==> config.mk <==
export PLATFORM = sky130hd
export DESIGN_NAME = tmss_boot_master
export DESIGN_NICKNAME = d
export VERILOG_FILES = /design/src/rtl/tmss_bus_pkg.sv /design/src/rtl/tmss_bus_cycle.sv /design/src/rtl/tmss_boot_master.sv
export SDC_FILE = /design/constraint.sdc
export NUM_CORES = 1
export LEC_CHECK = 0
export BUFFER_PORTS_ARGS = -buffer_cell sky130_fd_sc_hd__buf_2
export CAP_MARGIN = 10
export CORE_AREA = 2 2 71 73
export DETAILED_ROUTE_END_ITERATION = 6
export DIE_AREA = 0 0 73 75
export PLACE_DENSITY = 0.81
export SYNTH_ARGS = -nofsm -noshare
export SYNTH_HDL_FRONTEND = slang
export SYNTH_SLANG_ARGS = --single-unit
export TNS_END_PERCENT = 50
==> constraint.sdc <==
create_clock -name MCLK -period 2.35 [get_ports MCLK]
set_clock_uncertainty 0.05 [all_clocks]
set_input_delay 0.235 -clock MCLK [delete_from_list [all_inputs] [get_ports MCLK]]
set_output_delay 0.235 -clock MCLK [all_outputs]
set_load 0.005 [all_outputs]
==> src/rtl/tmss_bus_pkg.sv <==
// Shared definitions for the TMSS unlock initiator: bus addresses, signature
// words, FSM/step encodings, error codes and the per-step bus command table.
package tmss_bus_pkg;

    localparam logic [22:0] TMSS_SIG_HI_VA = 23'h50A000;
    localparam logic [22:0] TMSS_SIG_LO_VA = 23'h50A001;
    localparam logic [22:0] TMSS_BANK_VA   = 23'h50A080;

    localparam logic [15:0] TMSS_MAGIC_HI = 16'h5345;
    localparam logic [15:0] TMSS_MAGIC_LO = 16'h4741;

    localparam logic [1:0] ERR_NONE    = 2'd0;
    localparam logic [1:0] ERR_TIMEOUT = 2'd1;
    localparam logic [1:0] ERR_VERIFY  = 2'd2;

    typedef enum logic [1:0] {
        BUS_IDLE,
        BUS_SETUP,
        BUS_STROBE,
        BUS_RELEASE
    } bus_state_t;

    typedef enum logic [2:0] {
        STEP_S0,
        STEP_S1,
        STEP_S2,
        STEP_S3,
        STEP_S4
    } step_t;

    typedef struct packed {
        logic [22:0] addr;
        logic        rw;
        logic [1:0]  ds_n;
        logic [15:0] wdata;
    } bus_cmd_t;

    // ds_n is {UDS, LDS}, active low; the select write only touches the low byte
    function automatic bus_cmd_t step_cmd(step_t s, logic bank);
        bus_cmd_t c;
        c.addr  = TMSS_SIG_HI_VA;
        c.rw    = 1'b0;
        c.ds_n  = 2'b00;
        c.wdata = TMSS_MAGIC_HI;
        case (s)
            STEP_S1: begin
                c.addr  = TMSS_SIG_LO_VA;
                c.wdata = TMSS_MAGIC_LO;
            end
            STEP_S2: begin
                c.rw    = 1'b1;
                c.wdata = 16'h0000;
            end
            STEP_S3: begin
                c.addr  = TMSS_SIG_LO_VA;
                c.rw    = 1'b1;
                c.wdata = 16'h0000;
            end
            STEP_S4: begin
                c.addr  = TMSS_BANK_VA;
                c.ds_n  = 2'b10;
                c.wdata = {15'h0000, bank};
            end
            default: ;
        endcase
        return c;
    endfunction

endpackage

==> src/rtl/tmss_bus_cycle.sv <==
// Single 68000-style bus cycle engine: SETUP, STROBE, RELEASE with a per-state
// DTACK timeout and read-data capture. A new cycle may chain straight from RELEASE.
module tmss_bus_cycle
    import tmss_bus_pkg::*;
#(
    parameter int unsigned TIMEOUT_CYCLES = 255
) (
    input  logic        clk,
    input  logic        rst_n,
    input  logic        go,
    input  logic [22:0] addr,
    input  logic        rw,
    input  logic [1:0]  ds_n,
    input  logic [15:0] wdata,
    input  logic        dtack_n,
    input  logic [15:0] rdata_in,
    output logic        as_n,
    output logic        uds_n,
    output logic        lds_n,
    output logic        bus_rw,
    output logic [22:0] bus_addr,
    output logic [15:0] bus_wdata,
    output logic        data_out_en,
    output logic        ack,
    output logic [15:0] rdata,
    output logic        timeout
);

    localparam logic [7:0] WAIT_LIMIT = 8'(TIMEOUT_CYCLES - 1);

    bus_state_t  state, state_next;
    logic [22:0] addr_q;
    logic        rw_q;
    logic [1:0]  ds_q;
    logic [15:0] wdata_q;
    logic [7:0]  wait_cnt;
    logic        load;

    always_ff @(posedge clk) begin
        if (!rst_n) begin
            state    <= BUS_IDLE;
            addr_q   <= '0;
            rw_q     <= 1'b1;
            ds_q     <= 2'b11;
            wdata_q  <= '0;
            wait_cnt <= '0;
            rdata    <= '0;
        end else begin
            state <= state_next;
            if (load) begin
                addr_q  <= addr;
                rw_q    <= rw;
                ds_q    <= ds_n;
                wdata_q <= wdata;
            end
            if (state_next != state) begin
                wait_cnt <= '0;
            end else if (state == BUS_STROBE || state == BUS_RELEASE) begin
                wait_cnt <= wait_cnt + 8'd1;
            end
            if (state == BUS_STROBE && !dtack_n && rw_q) begin
                rdata <= rdata_in;
            end
        end
    end

    // Both wait states share the counter; the limit check fires on the clock
    // that would otherwise be the TIMEOUT_CYCLES-th one spent waiting.
    always_comb begin
        state_next = state;
        ack        = 1'b0;
        timeout    = 1'b0;
        load       = 1'b0;
        case (state)
            BUS_IDLE: begin
                if (go) begin
                    state_next = BUS_SETUP;
                    load       = 1'b1;
                end
            end
            BUS_SETUP: state_next = BUS_STROBE;
            BUS_STROBE: begin
                if (!dtack_n) begin
                    state_next = BUS_RELEASE;
                end else if (wait_cnt == WAIT_LIMIT) begin
                    state_next = BUS_IDLE;
                    timeout    = 1'b1;
                end
            end
            BUS_RELEASE: begin
                if (dtack_n) begin
                    ack = 1'b1;
                    if (go) begin
                        state_next = BUS_SETUP;
                        load       = 1'b1;
                    end else begin
                        state_next = BUS_IDLE;
                    end
                end else if (wait_cnt == WAIT_LIMIT) begin
                    state_next = BUS_IDLE;
                    timeout    = 1'b1;
                end
            end
            default: state_next = BUS_IDLE;
        endcase
    end

    always_comb begin
        as_n        = (state != BUS_STROBE);
        uds_n       = (state == BUS_STROBE) ? ds_q[1] : 1'b1;
        lds_n       = (state == BUS_STROBE) ? ds_q[0] : 1'b1;
        bus_addr    = (state == BUS_IDLE) ? 23'h0 : addr_q;
        bus_rw      = (state == BUS_IDLE) ? 1'b1 : rw_q;
        bus_wdata   = (state == BUS_IDLE) ? 16'h0 : wdata_q;
        data_out_en = (state == BUS_SETUP || state == BUS_STROBE) && !rw_q;
    end

endmodule

==> src/rtl/tmss_boot_master.sv <==
// TMSS unlock sequencer: walks the signature/select steps through tmss_bus_cycle.
// Define TMSS_BOOT_MASTER_VERIFY_EN to read back and check the signature before the select write.
module tmss_boot_master
    import tmss_bus_pkg::*;
#(
    parameter int unsigned TIMEOUT_CYCLES = 255
) (
    input  logic        MCLK,
    input  logic        RESET,
    input  logic        start,
    input  logic        bank_sel,
    input  logic        DTACK,
    input  logic [15:0] VD_i,
    output logic        AS,
    output logic        UDS,
    output logic        LDS,
    output logic        RW,
    output logic [22:0] VA,
    output logic [15:0] VD_o,
    output logic        data_out_en,
    output logic        busy,
    output logic        done,
    output logic [1:0]  err
);

    step_t       step, step_next, step_after, issue_step;
    logic        busy_next, done_next, bank_q, bank_next;
    logic [1:0]  err_next;
    logic        go, ack, timeout, verify_fail;
    logic [15:0] rdata;
    bus_cmd_t    issue_cmd;

    always_ff @(posedge MCLK) begin
        if (!RESET) begin
            step   <= STEP_S0;
            busy   <= 1'b0;
            done   <= 1'b0;
            err    <= ERR_NONE;
            bank_q <= 1'b0;
        end else begin
            step   <= step_next;
            busy   <= busy_next;
            done   <= done_next;
            err    <= err_next;
            bank_q <= bank_next;
        end
    end

    always_comb begin
        step_after = STEP_S4;
        case (step)
            STEP_S0: step_after = STEP_S1;
`ifdef TMSS_BOOT_MASTER_VERIFY_EN
            STEP_S1: step_after = STEP_S2;
`else
            STEP_S1: step_after = STEP_S4;
`endif
            STEP_S2: step_after = STEP_S3;
            default: step_after = STEP_S4;
        endcase
    end

    // Read steps only exist in the verify build, so this is constant-false otherwise
    assign verify_fail = (step == STEP_S2 && rdata != TMSS_MAGIC_HI) ||
                         (step == STEP_S3 && rdata != TMSS_MAGIC_LO);

    // go must be combinational so the engine chains RELEASE -> SETUP without a gap
    always_comb begin
        step_next  = step;
        busy_next  = busy;
        done_next  = 1'b0;
        err_next   = err;
        bank_next  = bank_q;
        go         = 1'b0;
        issue_step = STEP_S0;
        if (!busy) begin
            if (start) begin
                step_next = STEP_S0;
                busy_next = 1'b1;
                err_next  = ERR_NONE;
                bank_next = bank_sel;
                go        = 1'b1;
            end
        end else if (timeout) begin
            busy_next = 1'b0;
            err_next  = ERR_TIMEOUT;
        end else if (ack) begin
            if (verify_fail) begin
                busy_next = 1'b0;
                err_next  = ERR_VERIFY;
            end else if (step == STEP_S4) begin
                busy_next = 1'b0;
                done_next = 1'b1;
            end else begin
                step_next  = step_after;
                issue_step = step_after;
                go         = 1'b1;
            end
        end
    end

    assign issue_cmd = step_cmd(issue_step, bank_q);

    tmss_bus_cycle #(
        .TIMEOUT_CYCLES(TIMEOUT_CYCLES)
    ) u_cycle (
        .clk        (MCLK),
        .rst_n      (RESET),
        .go         (go),
        .addr       (issue_cmd.addr),
        .rw         (issue_cmd.rw),
        .ds_n       (issue_cmd.ds_n),
        .wdata      (issue_cmd.wdata),
        .dtack_n    (DTACK),
        .rdata_in   (VD_i),
        .as_n       (AS),
        .uds_n      (UDS),
        .lds_n      (LDS),
        .bus_rw     (RW),
        .bus_addr   (VA),
        .bus_wdata  (VD_o),
        .data_out_en(data_out_en),
        .ack        (ack),
        .rdata      (rdata),
        .timeout    (timeout)
    );

endmodule

==> flow_summary.yaml, run 1 <==
run_status:
  outcome: "complete, no violations"
synth:
  ys_top_cells_by_count: "nand2_1 (52), dfxtp_1 (44), buf_4 (32)"
  synth.avg_cell_area_um2: 7.95
  synth-seq-cells: 44
  yosys.cell_count.top_type: "nand2_1"
  yosysUniqueCellTypes: 53
  yosys-top-cells-area: "dfxtp_1 (37%), buf_4 (10%), nand2_1 (8.3%)"
  synth_edf_count: 0
  ys_seq_area_frac: 0.373
  synthFlopType: "dfxtp_1"
  yosysWarnings: 0
  yosys.area.top_type: "dfxtp_1"
  syn-cell-area_um2: 2360
  syn_inst: 297
  synth_top_area_frac: 0.373
  async_reset_ff_frac: 0
critical_path:
  r2r-start: "u_cycle.state[0]"
  reg2reg_slack_ps: 170
  path_class: "flip-flop to flip-flop"
  cp_data_required_time_ps: 2490
  crit_fanout: 6
  critPathLaunchType: "flip-flop"
  critPathArrivalTime_ps: 2320
  cp-startpoint: "u_cycle.state[0]"
  endpoint_kind: "flip-flop"
layout:
  antenna_cells: 0
  syn_to_final_growth_pct: 11.6
  num-nets-final: 363
  layout-drive-gt1-share: 0.199
  num-fill-cells: 426
drt:
  vias: 2045
  postRouteAntennaNets: 0
  wire_per_inst_um: 12.5
  drc_errors: 0
  via_per_inst: 5.23
  drt_iter0_markers: 280
  first_pass_iters: 5
  drt-total-wl_um: 4880
global_route:
  antenna_found_initial: 0
  grt_pass1_vias: 1855
  grt-ovfl-total: 0
  grt_max_degree: 29
  grt_usage: 0.191
  grt_pass1_wl_um: 8140
power:
  pwr-share-clk: 0.385
  pwr-share-comb: 0.131
  power_density_nw_per_um2: 616
  seq_power_share: 0.484
  total_leakage_power_nw: 1.08
  swShare: 0.243
  p_int_mw: 1.23
  p_sw_mw: 0.394
  peakVddDrop_uv: 314
cts:
  cts_buffer_depth: 2
  root_buffer: "clkbuf_8"
  clkLatencyLatePin_ps: 300
  cts_tree: "done"
  cts_sinks: 44
  hold_buffers: 0
  path_clk_slew_ps: 80
  cts.htree.levels: 2
  numCtsBuffers: 5
placement:
  hpwl_um: 3650
  routabilityCongestion: 0.942
  io_buffers: 43
floorplan:
  num_io_pins: 69
  die_w_um: 73
  die_y_um: 75
  initial_utilization: 0.507
  num_rows: 25
  dieArea_um2: 5480
  coreArea_um2: 4660
worst_hold_path:
  min_from: "VD_i[14]"
  hp-class: "primary input to flip-flop"
timing:
  timing.hold.ws_ps: 113
  finalHoldViolCount: 0
  setup_violations: 0
  slew_violations: 0
  slew_headroom: 0.640
  period_needed_ps: 2180
  layout_worst_path_cycle_share: 0.926
  rsz0062_at_grt: "yes"
  setup_tns_ps: 0
  worst-slew-pin-transition_ps: 539
  fmax_mhz: 460
run:
  cap_violations: 0
==> path summary, 6_finish.rpt <==
path              cells past startpoint                 to
setup / recovery                      8    u_cycle.ds_q[1]
hold / removal                        3  u_cycle.rdata[14]
setup reg to reg                      8    u_cycle.ds_q[1]
hold reg to reg                       2  u_cycle.addr_q[7]
==> per-layer routing <==
layer / vias up / track usage / part of all wire
met3: 7 / 0.0562 / 0.071
li1: 1031 / - / -
met4: 0 / 0.0823 / 0.016
met5: - / 0 / 0
met2: 94 / 0.319 / 0.49
met1: 913 / 0.230 / 0.42
==> cells in the final DEF, fill, tap and decap left out, drive strengths merged, types with 2 or more instances in the layout <==
cell type	netlist	routed
ha	6	6
and4bb	2	2
o21a	3	3
a21oi	31	31
a21o	2	2
mux2i	3	3
xnor2	2	2
and2	2	2
nand2	52	52
nor2	26	26
o211ai	3	3
o22ai	2	2
nand4	5	5
dfxtp	44	44
o21ai	18	18
nand3	4	4
conb	1	25
buf	33	48
nor2b	10	10
nand2b	4	4
inv	7	7
nor3	5	5
clkbuf	7	7
xor2	3	3
or3	2	2
==> layout make-up <==
type / count / area, um^2 / area share
multi-input cells: 230 / 1280 / 0.486
flip-flops and latches: 44 / 881 / 0.334
repair buffers: 48 / 253 / 0.0959
clock buffers: 7 / 96.3 / 0.0366
well taps: 54 / 67.6 / 0.0256
clock inverters: 1 / 30.0 / 0.0114
inverters: 7 / 26.3 / 0.00997
==> kinds of logic (layout without fill, tap and decap cells) <==
family / count (synthesis) / count (layout) / synth area share
fa+ha+maj: 6 / 6 / 0.0318
other cells: 1 / 25 / 0.00159
xor+xnor: 5 / 5 / 0.0186
flops: 44 / 44 / 0.373
simple gates: 122 / 122 / 0.254
buf+inv: 47 / 63 / 0.126
compound gates: 69 / 69 / 0.182
mux: 3 / 3 / 0.0127
==> repair_timing <==
action                                  4_1_cts  5_1_grt
buffers inserted                              0        0
resized for setup                             0        2
endpoints found under the setup margin        0        7
==> sequential cells by signal, summed over array words and instances (netlist names) <==
| name | count |
|---|---|
| u_cycle.ds_q | 2 |
| err | 2 |
| u_cycle.wait_cnt | 8 |
| u_cycle.rdata | 16 |
| bank_q | 1 |
| u_cycle.rw_q | 1 |
| step | 3 |
| done | 1 |
| u_cycle.wdata_q | 4 |
| busy | 1 |
| u_cycle.addr_q | 3 |
| u_cycle.state | 2 |
==> stage by stage <==
step | instance area [um^2] | setup WS [ps] | util | power, mW | std cells
2_1_floorplan | 2450 | 398 | - | 0.972 | 321
3_3_place_gp | 2500 | 297 | 0.536 | 1.01 | 383
3_5_place_dp | 2500 | 221 | 0.536 | 1.01 | 383
4_1_cts | 2630 | 187 | 0.563 | 1.63 | 391
5_1_grt | 2640 | -6.28 | 0.565 | 1.70 | 391
6_report | 2640 | 174 | 0.565 | 1.62 | 391
==> power groups by stage <==
stage / Combinational [mW] / Clock, mW / Sequential (mW)
after detailed placement: 0.206 / 0 / 0.804
after global placement: 0.202 / 0 / 0.803
after floorplan: 0.174 / 0 / 0.798
after global routing: 0.238 / 0.673 / 0.790
after CTS: 0.208 / 0.639 / 0.786
final: 0.212 / 0.625 / 0.786
==> worst max-delay path: stages, from the launching register on <==
cell and delay [ps]:
dfxtp_1 440, inv_1 140, ha_1 290, mux2i_1 190
o31a_1 220, nand2_1 170, o21ai_2 190, nand2_1 80
a211o_1 290
(Power assumes the default switching activity.)
==> run 2, diff against run 1 <==
--- a/config.mk
+++ b/config.mk
@@ -5,12 +5,12 @@
 export SDC_FILE = /design/constraint.sdc
 export NUM_CORES = 1
 export LEC_CHECK = 0
-export BUFFER_PORTS_ARGS = -buffer_cell sky130_fd_sc_hd__buf_2
 export CAP_MARGIN = 10
-export CORE_AREA = 2 2 71 73
+export CORE_AREA = 2 2 65 67
 export DETAILED_ROUTE_END_ITERATION = 6
-export DIE_AREA = 0 0 73 75
-export PLACE_DENSITY = 0.81
+export DIE_AREA = 0 0 67 69
+export DONT_BUFFER_PORTS = 1
+export PLACE_DENSITY = 0.79
 export SYNTH_ARGS = -nofsm -noshare
 export SYNTH_HDL_FRONTEND = slang
 export SYNTH_SLANG_ARGS = --single-unit
==> flow_summary.yaml, run 2 (same netlist as run 1, synthesis figures left out) <==
global_route:
  grt_pass1_vias: 1718
  antenna_found_initial: 0
  grt_max_degree: 29
  grt-ovfl-total: 0
  grt_usage: 0.214
  grt_pass1_wl_um: 7690
drt:
  drt-total-wl_um: 4560
  postRouteAntennaNets: 0
  wire_per_inst_um: 13.1
  via_per_inst: 5.39
  first_pass_iters: 4
  drc_errors: 0
  drt_iter0_markers: 147
  vias: 1874
layout:
  largest_reg_flops: 16
  reg_top3: "u_cycle.rdata x16, u_cycle.wait_cnt x8, u_cycle.wdata_q x4"
  layout-drive-gt1-share: 0.0805
  final_cell_mix: "nand2_1 (52), dfxtp_1 (44), a21oi_1 (31), nor2_1 (25), conb_1 (25)"
  num-fill-cells: 364
  syn_to_final_growth_pct: 2.33
  multi_input_area_um2: 1280
  antenna_cells: 0
  largest_register: "u_cycle.rdata"
  layout_commonest_cell: "nand2_1"
  postLayoutCoreUtil: 0.617
  ff_latch_area_um2: 881
  num-nets-final: 324
  final_cell_area_um2: 2420
  stdcell_count: 348
power:
  pwr-share-clk: 0.335
  total_leakage_power_nw: 0.892
  power_density_nw_per_um2: 600
  swShare: 0.259
  seq_power_share: 0.542
  peakVddDrop_uv: 456
  pwr-share-comb: 0.123
  p_sw_mw: 0.375
  p_int_mw: 1.08
  finalPower_mw: 1.45
placement:
  place_area_um2: 2290
  place_ws_ps: 233
  io_buffers: 0
  dp.cells: 337
  hpwl_um: 3330
  routabilityCongestion: 0.883
critical_path:
  critPathLaunchType: "flip-flop"
  critPathArrivalTime_ps: 2350
  endpoint_kind: "flip-flop"
  cp_data_required_time_ps: 2530
  crit_fanout: 6
  reg2reg_slack_ps: 180
  path_class: "flip-flop to flip-flop"
cts:
  path_clk_slew_ps: 80
  cts_buffer_depth: 2
  clkLatencyLatePin_ps: 300
  root_buffer: "clkbuf_8"
  cts_tree: "done"
  cts.htree.levels: 2
  numCtsBuffers: 5
  cts_sinks: 44
  cts.repair.resized: 0
timing:
  timing.hold.ws_ps: 0.0459
  setup_violations: 0
  fmax_mhz: 460
  rsz0062_at_grt: "no"
  fin_ws_ps: 177
  slew_headroom: 0.639
  setup_tns_ps: 0
  layout_worst_path_cycle_share: 0.925
  worst-slew-pin-transition_ps: 541
  period_needed_ps: 2170
  slew_violations: 0
  finalHoldViolCount: 0
run:
  cap_violations: 0
worst_hold_path:
  hp-class: "primary input to flip-flop"
floorplan:
  num_rows: 23
  num_io_pins: 69
  dieArea_um2: 4620
  coreArea_um2: 3910
  die_w_um: 67
  initial_utilization: 0.603
  die_y_um: 69
run_status:
  outcome: "complete, no violations"
[run 2: layer usage]
layer  part of all wire  global-route usage  vias to the layer above
li1                   -                   -                      952
met3              0.078              0.0685                       11
met2               0.46               0.314                       68
met1               0.44               0.284                      843
met4              0.021              0.0975                        0
met5                  0                   0                        -
[run 2: worst paths after layout]
| path | startpoint | end | cells past startpoint |
|---|---|---|---|
| setup reg to reg | u_cycle.state[0] | u_cycle.wdata_q[10] | 8 |
| hold / removal | RESET | u_cycle.addr_q[7] | 2 |
| hold reg to reg | u_cycle.addr_q[7] | u_cycle.addr_q[7] | 2 |
| setup / recovery | u_cycle.state[0] | u_cycle.wdata_q[10] | 8 |
[run 2: power by group through the flow]
stage	sequential, mW	clock [mW]	combinational [mW]
finish	0.786	0.486	0.179
global route	0.789	0.532	0.199
CTS	0.786	0.496	0.174
detailed placement	0.803	0	0.172
global placement	0.802	0	0.171
floorplan	0.798	0	0.174
[run 2: area by class of cell]
type	count	share of cell area
tap	50	0.0259
clock buffer	7	0.0357
multi-input combinational	230	0.529
sequential	44	0.365
inverter	7	0.0109
clock inverter	1	0.00311
timing repair buffer	9	0.0311
[run 2: worst max-delay path: stages, from the launching register on]
cell      delay, ps
dfxtp_1         440
inv_1           140
ha_1            240
mux2i_1         220
o31a_1          250
and2_4          200
a21boi_4         70
nor2_2          270
mux2i_1         210
[run 2: timing repair]
item / CTS / global route
hold endpoints to repair: 2 / 2
setup buffers: 0 / 0
hold buffers: 1 / 2
